$ cat config.mk
export PLATFORM = sky130hd
export DESIGN_NAME = ontransitdd_1
export DESIGN_NICKNAME = d
export VERILOG_FILES = /design/src/rtl/ontransitdd_1.sv
export SDC_FILE = /design/constraint.sdc
export NUM_CORES = 1
export LEC_CHECK = 0
export CORE_MARGIN = 2
export CORE_UTILIZATION = 40
export DETAILED_ROUTE_END_ITERATION = 8
export PLACE_DENSITY = 0.68
export SLEW_MARGIN = 5
export SYNTH_ARGS = -nofsm -noshare
export SYNTH_HDL_FRONTEND = slang
export SYNTH_SLANG_ARGS = --single-unit
$ cat constraint.sdc
create_clock -name clk_i -period 1.7 [get_ports clk_i]
set_input_delay 0.255 -clock clk_i [delete_from_list [all_inputs] [get_ports clk_i]]
set_output_delay 0.255 -clock clk_i [all_outputs]
set_load 0.02 [all_outputs]
$ cat src/rtl/ontransitdd_1.sv
// ontransitdd_1 -- turns a level request into registered start/stop strobes.
//
// A small FSM (IDLE -> RUN -> STOP -> IDLE) tracks the request level and
// emits one-cycle pulses on its transitions:
//   g_o : registered go strobe, high for the cycle after entering RUN
//   s_o : registered stop strobe, high for the cycle after leaving RUN
// Once entered, RUN is held for at least MIN_RUN cycles. STOP always lasts
// exactly one cycle, so a new g_o comes at least two cycles after s_o.
//
// Ports
//   clk_i  : clock; all logic is on the rising edge
//   rst_i  : synchronous reset, active high
//   do_i   : level request (1 = run requested)
//   g_o    : go strobe, 1 cycle wide
//   s_o    : stop strobe, 1 cycle wide
//
// Parameters
//   MIN_RUN : minimum dwell in RUN before exit is allowed (1..255)
//   CNT_W   : dwell counter width; must be able to hold MIN_RUN
//
// Build option
//   ONTRANSITDD_SYNC_EN : when defined, do_i passes through a 2-flop
//   synchronizer (reset to 0) before the FSM. All do->strobe latencies then
//   grow by 2 cycles. When undefined, do_i must already be synchronous to
//   clk_i and is used directly.
module ontransitdd_1 #(
  parameter int unsigned MIN_RUN = 2,
  parameter int unsigned CNT_W   = 8
) (
  input  logic clk_i,
  input  logic rst_i,
  input  logic do_i,
  output logic g_o,
  output logic s_o
);

  typedef enum logic [1:0] {
    IDLE = 2'b00,
    RUN  = 2'b01,
    STOP = 2'b10
  } state_e;

  localparam logic [CNT_W-1:0] MIN_RUN_C = CNT_W'(MIN_RUN);

  state_e           state_q;
  logic [CNT_W-1:0] cnt_q;
  logic             do_q;

`ifdef ONTRANSITDD_SYNC_EN
  // Two-stage synchronizer; sync_q[1] is the resolved request level.
  logic [1:0] sync_q;

  always_ff @(posedge clk_i) begin
    if (rst_i) sync_q <= '0;
    else       sync_q <= {sync_q[0], do_i};
  end

  assign do_q = sync_q[1];
`else
  assign do_q = do_i;
`endif

  // Strobes are cleared every cycle and only set on the transition that
  // produces them, so each one is high for exactly one cycle.
  always_ff @(posedge clk_i) begin
    if (rst_i) begin
      state_q <= IDLE;
      cnt_q   <= '0;
      g_o     <= 1'b0;
      s_o     <= 1'b0;
    end else begin
      g_o <= 1'b0;
      s_o <= 1'b0;
      case (state_q)
        IDLE: begin
          if (do_q) begin
            state_q <= RUN;
            cnt_q   <= CNT_W'(1);
            g_o     <= 1'b1;
          end
        end
        RUN: begin
          // cnt_q counts the cycles already spent in RUN and saturates at
          // MIN_RUN. An early drop of the request is remembered only by its
          // level: if it has come back by the time the dwell is met, no stop.
          if ((cnt_q >= MIN_RUN_C) && !do_q) begin
            state_q <= STOP;
            cnt_q   <= '0;
            s_o     <= 1'b1;
          end else if (cnt_q < MIN_RUN_C) begin
            cnt_q <= cnt_q + 1'b1;
          end
        end
        STOP: begin
          // One mandatory cycle here keeps g_o at least 2 cycles after s_o.
          state_q <= IDLE;
        end
        default: begin
          // Encoding 2'b11 cannot be reached; recover to IDLE quietly.
          state_q <= IDLE;
          cnt_q   <= '0;
        end
      endcase
    end
  end

endmodule

==> run_results.csv <==
group,metric,value,unit
power_and_ir_drop,swShare,25.5,%
layout,num-nets-final,88,
worst_setup_path,regToRegSetupSlack,-80,ps
power_and_ir_drop,p_comb_share,16.4,%
clock_tree,cts_tree,"built",
floorplan,std_cell_rows,13,
logic_synthesis,ys_warn_count,0,
clock_tree,post_cts_buffers,0,
power_and_ir_drop,irDropWorstVdd,630,uV
layout,diodes,0,
floorplan,die_area,0.00171,mm^2
routing,final_antenna_net_count,0,
logic_synthesis,synth-xor-area-share,1.57,%
timing,worst_clock_skew,15.3,ps
clock_tree,h-tree-depth,1,
logic_synthesis,netlist_instances,64,
worst_setup_path,cp_slowest_cell,"or4_4",
floorplan,dieWidth,41.4,um
logic_synthesis,netlist_area,559,um^2
timing,maxSlewHeadroom,77.3,%
timing,worst-slew-pin-transition,340,ps
timing,hold_viol,0,
clock_tree,clk_path_buf_depth,2,
logic_synthesis,synth_edf_count,0,
timing,fin_crit,1780,ps
logic_synthesis,synthTopCellsByArea,"dfxtp_1 (43%), o21a_1 (6.7%), nor3_1 (6.3%), nor2_1 (5.4%), ha_1 (4.5%)",
layout,drive_above_1_share,29.6,%
run_status,violations,"negative setup slack",
power_and_ir_drop,p_switching,0.000143,W
job,drv_cap,0,
place,portBuffers,4,
grt,grt_pass1_wl,2120,um
timing,max_freq,0.563,GHz
logic_synthesis,ys_ff_latch,12,
timing,slew_violations,0,
clock_tree,clkLatencyLatePin,280,ps
grt,grtUsageTotal,19.6,%
layout,syn_to_final_growth,35.1,%
min_path,hp-class,"reg2reg",
power_and_ir_drop,pwr-share-clk,30.5,%
routing,via_per_inst,5.61,
place,gp_congestion,0.792,
grt,grt_max_degree,11,
worst_setup_path,critPathMaxStageDelay,490,ps
grt,grt_overflow,0,
logic_synthesis,syn_avg_cell_area,8.74,um^2
routing,vias,539,
logic_synthesis,synthMuxAreaShare,0,%
timing,fin_crit_sh,104,%
worst_setup_path,start_kind,"flip-flop",
logic_synthesis,ys_async_sr_fraction,0,%
power_and_ir_drop,power.density,743,mW/mm^2
worst_setup_path,worst-path-max-fanout,2,
logic_synthesis,synth_top_family_by_area,"simple AND/OR/NAND/NOR gates",
logic_synthesis,synth-compound-area-share,18.3,%
timing,finalSetupViolations,6,
logic_synthesis,synthAdderAreaFrac,4.47,%
clock_tree,clk_pin_slew,80,ps
worst_setup_path,crit_type,"reg2reg",
floorplan,start_util,43.0,%
grt,antenna_found_initial,0,
clock_tree,cts_buffers,3,
logic_synthesis,yosysTopAreaCell,"dfxtp_1",
routing,dr.pass1.iters,4,
floorplan,die_h,41.4,um
power_and_ir_drop,power_frac_seq,53.1,%
routing,drt_iter0_drc,10,
floorplan,io_pins,5,
routing,finalWirelength,1240,um
clock_tree,cts_root_buffer,"clkbuf_4",
worst_setup_path,cp_data_arrival_time,1990,ps
power_and_ir_drop,totalPowerFinal,0.000561,W
logic_synthesis,ys_types,24,
logic_synthesis,ys.flop_type,"dfxtp_1",
routing,drc,0,
logic_synthesis,yosysTopAreaCellShare,43.0,%
timing,setup_ws,-76.1,ps
place,dp_hpwl,897,um
grt,grt_pass1_vias,504,
worst_setup_path,path_common_cell,"or4_4",
power_and_ir_drop,p_leak,0.316,nW
run_status,status,"complete, but fails checks",
floorplan,core_area,0.00130,mm^2
place,pre_cts_ws,-54.3,ps
worst_setup_path,cp-end-kind,"flip-flop",
timing,rsz0062_at_grt,"true",
worst_setup_path,path_cells,"inv_2, ha_4, or4_4, o21ba_4, or4_4, o21ai_2",
logic_synthesis,synth_nets,69,
worst_setup_path,required,1910,ps
logic_synthesis,synth-simple-area-share,30.0,%
routing,wl_per_cell,12.9,um
clock_tree,clock_sinks,12,
power_and_ir_drop,p_int,0.000418,W
logic_synthesis,yosysSeqAreaShare,43.0,%
## worst paths after layout
| kind | depth (start not counted) | startpoint | to |
|---|---|---|---|
| hold / removal | 1 | cnt_q[7] | cnt_q[7] |
| hold reg to reg | 1 | cnt_q[7] | cnt_q[7] |
| setup reg to reg | 6 | cnt_q[0] | cnt_q[1] |
| setup / recovery | 6 | cnt_q[0] | cnt_q[1] |
## cells in the mapped netlist, drive strengths merged (2+ instances only)
cell type / n
dfxtp: 12
nor3: 7
nor3b: 3
or4: 3
o21ai: 3
nand2: 3
nor2: 8
o21a: 5
nor2b: 2
ha: 2
clkbuf: 2
nand3: 3
inv: 2
## worst max-delay path: cells and delay by family (launching register included)
| family | cells | cell delay (ps) |
|---|---|---|
| adder cells (fa/ha/maj) | 1 | 150 |
| buffers and inverters | 1 | 50 |
| flip-flops | 1 | 340 |
| AO/OA/AOI/OAI | 2 | 280 |
| AND/OR/NAND/NOR | 2 | 910 |
## layout by cell type, fill, tap and decap left out, types with 2 or more instances in the layout
cell type / n
clkdlybuf4s50_1: 4
nor2b_1: 2
o21ai_0: 2
dfxtp_2: 2
or4_4: 3
o21a_1: 5
dfxtp_1: 10
nor3b_1: 3
nor3_1: 7
nor2_1: 8
nand2_1: 3
buf_4: 12
nand3_1: 3
clkbuf_4: 3
## timing repair
item / CTS / global route
setup endpoints to repair: 6 / 7
pin swaps: 2 / 0
hold buffers: 0 / 0
endpoints found under the hold margin: 0 / 0
gates resized for setup: 1 / 3
## logic make-up after synthesis
kind of cell | count (synthesis)
DFF | 12
buffers and inverters | 4
AOI/OAI and AO/OA | 14
and+or+nand+nor | 31
adders and majority gates | 2
xor gates and xnor gates | 1
## power groups by stage
stage / clock (W) / combinational, W / sequential (W)
3_5_place_dp: 0 / 0.0000872 / 0.000304
6_report: 0.000171 / 0.0000923 / 0.000298
5_1_grt: 0.000190 / 0.000102 / 0.000299
3_3_place_gp: 0 / 0.0000875 / 0.000304
4_1_cts: 0.000176 / 0.0000896 / 0.000298
2_1_floorplan: 0 / 0.0000500 / 0.000304
## flip-flops by register name, indices dropped and copies added (netlist names)
name	count
state_q	2
s_o	1
cnt_q	8
g_o	1
## metal layers
layer  GRT usage [%]  up-vias  wire length [um]
met3            9.57        2                71
met4            4.84        0                10
li1                -      268                 -
met5               0        -                 0
met1            22.5      257               573
met2            32.4       12               583
## layout make-up
type / instances / area [um^2]
timing repair buffer: 16 / 130
multi-input combinational: 48 / 334
sequential: 12 / 243
fill: 132 / 546
clock buffer: 3 / 22.5
tap: 15 / 18.8
inverter: 2 / 7.51
## per-stage QoR
stage	util, %	TNS [ps]	instance area (um^2)	cells	hold slack (ps)
6_report	58.1	-217	756	96	471
2_1_floorplan	-	-203	577	64	331
5_1_grt	58.1	-525	756	96	489
3_5_place_dp	55.2	-217	718	93	466
3_3_place_gp	55.2	-502	718	93	463
4_1_cts	57.4	-80.9	747	96	475
Power figures use the tool's default switching activity.
==> variant 1, RTL diff (same settings) <==
Encoding of `state_e`: now one-hot (3 bits for 3 states).
--- a/src/rtl/ontransitdd_1.sv
+++ b/src/rtl/ontransitdd_1.sv
@@ -36,6 +36,6 @@
 
-  typedef enum logic [1:0] {
-    IDLE = 2'b00,
-    RUN  = 2'b01,
-    STOP = 2'b10
+  typedef enum logic [2:0] {
+    IDLE = 3'b001,
+    RUN  = 3'b010,
+    STOP = 3'b100
   } state_e;
Behaviour: same outputs for any inputs over 10 cycles, from zero or initial values and one cycle with rst_i high; not proved beyond that.
==> variant 1 against the unedited design <==
Wire length down 9.9%; worst setup slack improved by 0.31 ns; total power rose by 2.8%; combinational power shrank 21%; sequential power is 7.4% higher; sequential cell count is 1 higher; clock skew shrank 0.011 ns; synthesized area up 12%; final area is 2.3% higher; critical path type unchanged; fmax rose by 21%.
==> variant 1: results (changes against the unedited design) <==
* Outcome: finished clean
* Post-layout net count at 82 (-6.8%)
* Syn nets at 66 (-4.3%)
* Relative slew slack at 77.3% (about the same)
* Min Hold Slack at 0.504 ns (+0.0332 ns)
* Worst R2R Setup Slack at 0.24 ns (+0.31 ns)
* Seq/Total Area, Yosys at 41.4% (-1.5 points)
* Vias/cell at 5.50 (-2.0%)
* Initial DRC count at 16 (+6)
* R2r worst-path depth at 4 (-2)
* Global-route wire length before repair at 2130 um (+0.33%)
* HPWL after DPL at 858 um (-4.4%)
* Top cells by area, synth: dfxtp_1 (41%), ha_1 (4.0%), a21o_1 (3.6%)
* Final wirelength at 1120 um (-9.9%)
* Lkg Pwr at 0.000308 uW (-2.6%)
* Vias in the first global route at 492 (-2.4%)
* WL met3 at 41 um (-42%)
* Gr usage total at 15.2% (-4.4 points)
* Top Registers: cnt_q: 8 flops, state_q: 3 flops
* Drt wl/cell at 12.1 um (-6.0%)
* VDD IR max at 0.000358 V (-43%)
* Placer Congestion at 0.928 (+17%)
* Met1 Wirelength at 544 um (-5.1%)
* Largest net degree at the start of global routing at 8 (-3)
* Worst slack, placed at -0.0414 ns (+0.0129 ns)
[variant 1: cell types whose count changed in the layout (fill, tap and decap cells not counted), moves of 3 or more]
cell / before / now
o21a_1: 5 / 0
nand2_1: 3 / 0
buf_4: 12 / 7
inv_1: 1 / 5
dfxtp_1: 10 / 13
a21o_1: 0 / 3
nor3_1: 7 / 3
nor2_1: 8 / 3
or4_4: 3 / 0
nor3b_1: 3 / 0
[variant 1: where the power goes]
| group | switching (uW) | internal (uW) |
|---|---|---|
| Clock | 92.5 | 91.1 |
| Sequential | 7.96 | 312 |
| Combinational | 33.5 | 39.4 |
| Total | 134 | 443 |
[variant 1: through the flow]
stage,area (um^2),utilization [%]
after detailed placement,741,49.7
after global placement,741,49.7
after CTS,767,51.5
after floorplan,628,-
after global routing,773,51.9
final,773,51.9
[variant 1: kinds of logic after synthesis]
logic type               Yosys count  synth area share (%)
flip-flops                        13                  41.4
AND/OR/NAND/NOR                   23                  25.7
multiplexers                       1                  1.79
buffers and inverters              5                  2.99
adder cells (fa/ha/maj)            2                  3.98
AO/OA/AOI/OAI                     17                  24.1
[variant 1: layout make-up]
type                       instances  area, um^2
multi-input combinational         43         355
sequential                        13         260
timing repair buffer              11        92.6
clock buffer                       4        26.3
inverter                           5        18.8
fill                             126         716
tap                               16        20.0
[variant 1: timing repair]
item	in CTS	in global routing
buffers inserted	0	0
gates resized for setup	0	1
endpoints found under the setup margin	0	2
hold buffers	0	0
[variant 1: worst max-delay path: stages, from the launching register on]
cell and delay (ns):
dfxtp_1 0.43, or4b_4 0.53, inv_1 0.13, nand3_1 0.14, a21boi_1 0.17
[variant 1: path summary, 6_finish.rpt]
check / end / start
setup / recovery: cnt_q[5] / state_q[1]
hold / removal: cnt_q[7] / cnt_q[7]
setup reg to reg: cnt_q[5] / state_q[1]
hold reg to reg: cnt_q[7] / cnt_q[7]
[variant 1: routing by layer]
| metal | global-route usage (%) | vias to the layer above |
|---|---|---|
| li1 | - | 258 |
| met1 | 18.9 | 240 |
| met2 | 23.5 | 6 |
| met3 | 7.50 | 2 |
| met4 | 3.64 | 0 |
| met5 | 0 | - |
==> variant 2, RTL diff (same flow settings) <==
Made on the original files. The option `ONTRANSITDD_SYNC_EN` is turned on by a define.
--- a/src/rtl/ontransitdd_1.sv
+++ b/src/rtl/ontransitdd_1.sv
@@ -25,2 +25,4 @@
 //   clk_i and is used directly.
+`define ONTRANSITDD_SYNC_EN
+
 module ontransitdd_1 #(
Formal check against the unedited RTL: not equivalent (Yosys sat finds a counterexample within 4 cycles, from zero or initial values and one cycle with rst_i high).
==> variant 2 against the unedited design <==
Clock power up 35%; synthesized area down 8.5%; global-route usage down 7.3 points; total power up 22%; sequential cell count up 2; largest cell class is now flip-flops and latches; final area down 20%; first-iteration DRC count down 90%; via count down 38%; combinational power down 8.3%; worst setup slack better by 0.35 ns; wire length down 44%; synthesized cell count down 28%; largest power group unchanged; fmax up 25%.
==> variant 2: results (changes against the unedited design) <==
* Outcome: finished clean
* Crit path arrival time at 1.17 ns (-0.82 ns)
* Global-route wire length before repair at 1210 um (-43%)
* Non-filler cells, final at 68 (-29%)
* Top Registers: cnt_q: 8 flops, state_q: 2 flops, sync_q: 2 flops
* Crit-path max FO at 1 (-1)
* Clock-pin transition on the worst setup and hold timing paths at 0.08 ns (about the same)
* Drt first pass iters at 4 (unchanged)
* Relative slew slack at 74.1% (-3.3 points)
* Cell family with most CP delay: buffers and inverters
* Lkg Pwr at 0.000250 uW (-21%)
* Min-Delay Path Depth at 1 (unchanged)
* Top cells by area, synth: dfxtp_1 (55%), a22o_1 (5.1%), ha_1 (4.9%)
* CTS max path bufs at 2 (unchanged)
* Number of buffers created by CTS at 3 (unchanged)
* Slowest Stage Delay on Critical Path at 0.59 ns (+0.10 ns)
* Placed Cells incl. Taps at 64 (-31%)
* Critical path's slowest cell: clkdlybuf4s50_1
* Largest net degree at the start of global routing at 9 (-2)
* Post-layout net count at 60 (-32%)
* Total number of H-tree levels at 1 (unchanged)
* Placer Congestion at 0.771 (-2.7%)
* Seq/Total Area, Yosys at 54.8% (+12 points)
* Vias in the first global route at 301 (-40%)
* Synth Instances at 46 (-28%)
* CTS Root Buffer Type: clkbuf_4
* Vias/cell at 4.94 (-12%)
* I/O Buffers at 4 (unchanged)
* M2 GR Usage at 16.8% (-16 points)
* Async set-reset flop share out of synthesis at 0% (unchanged)
* N_diodes at 0 (unchanged)
* Grt met3 use at 3.41% (-6.2 points)
* Met1 usage at 15.6% (-6.9 points)
* Resize count post-CTS at 0 (-1)
* Initial DRC count at 1 (-9)
* Worst slack, placed at 0.231 ns (+0.285 ns)
* Layout cell share with drive strength beyond 1 at 18.5% (-11 points)
* Initial antenna violation count at 0 (unchanged)
* DP Area at 569 um^2 (-21%)
* VDD IR max at 0.000704 V (+12%)
* NetSw at 168 uW (+17%)
* Setup Skew at 0.00341 ns (-0.0119 ns)
* Post-synth top cells: dfxtp_1 (14), inv_1 (4), a22o_1 (3), and2_2 (3)
* Synth unique cells at 20 (-17%)
* Yosys warnings at 0 (unchanged)
* HP Class: reg -> reg
* Worst-Skew Late Latency at 0.27 ns
* Gr usage total at 12.3% (-7.3 points)
* HPWL after DPL at 520 um (-42%)
* R2r worst-path depth at 4 (-2)
* Drt wl/cell at 10.3 um (-20%)
* Syn nets at 51 (-26%)
* Post-CTS setup repair buffer count at 0 (unchanged)
[variant 2: worst paths after layout]
check | from | end | slack, ns
worst max-delay path | g_o | g_o | 0.27
worst min-delay path | sync_q[0] | sync_q[1] | 0.46
worst max register to register | cnt_q[1] | cnt_q[0] | 0.29
worst min register to register | sync_q[0] | sync_q[1] | 0.46
[variant 2: logic make-up after synthesis]
kind of cell | synth area share [%]
fa+ha+maj | 4.89
compound gates | 12.7
simple gates | 24.7
buf+inv | 2.93
flops | 54.8
[variant 2: metrics by stage]
stage,hold slack [ns],power [uW]
5_1_grt,0.480,720
4_1_cts,0.472,695
3_5_place_dp,0.453,465
2_1_floorplan,0.327,435
6_report,0.464,687
3_3_place_gp,0.447,465
[variant 2: power groups by stage]
stage,Clock [uW],Sequential [uW],Combinational (uW)
6_report,231,372,84.6
5_1_grt,249,376,94.8
4_1_cts,237,372,86.5
3_5_place_dp,0,379,86.0
3_3_place_gp,0,379,85.3
2_1_floorplan,0,380,54.6
[variant 2: cell type report]
class | count | area, um^2
Sequential cell | 14 | 280
Inverter | 4 | 15.0
Multi-Input combinational cell | 28 | 216
Timing Repair Buffer | 4 | 40.0
Fill cell | 93 | 551
Tap cell | 14 | 17.5
Clock buffer | 4 | 36.3
[variant 2: routing by layer]
metal	part of all wire, %	routed length (um)
met1	52	365
met2	43	301
met3	3.2	22
met4	1.3	9
met5	0	0
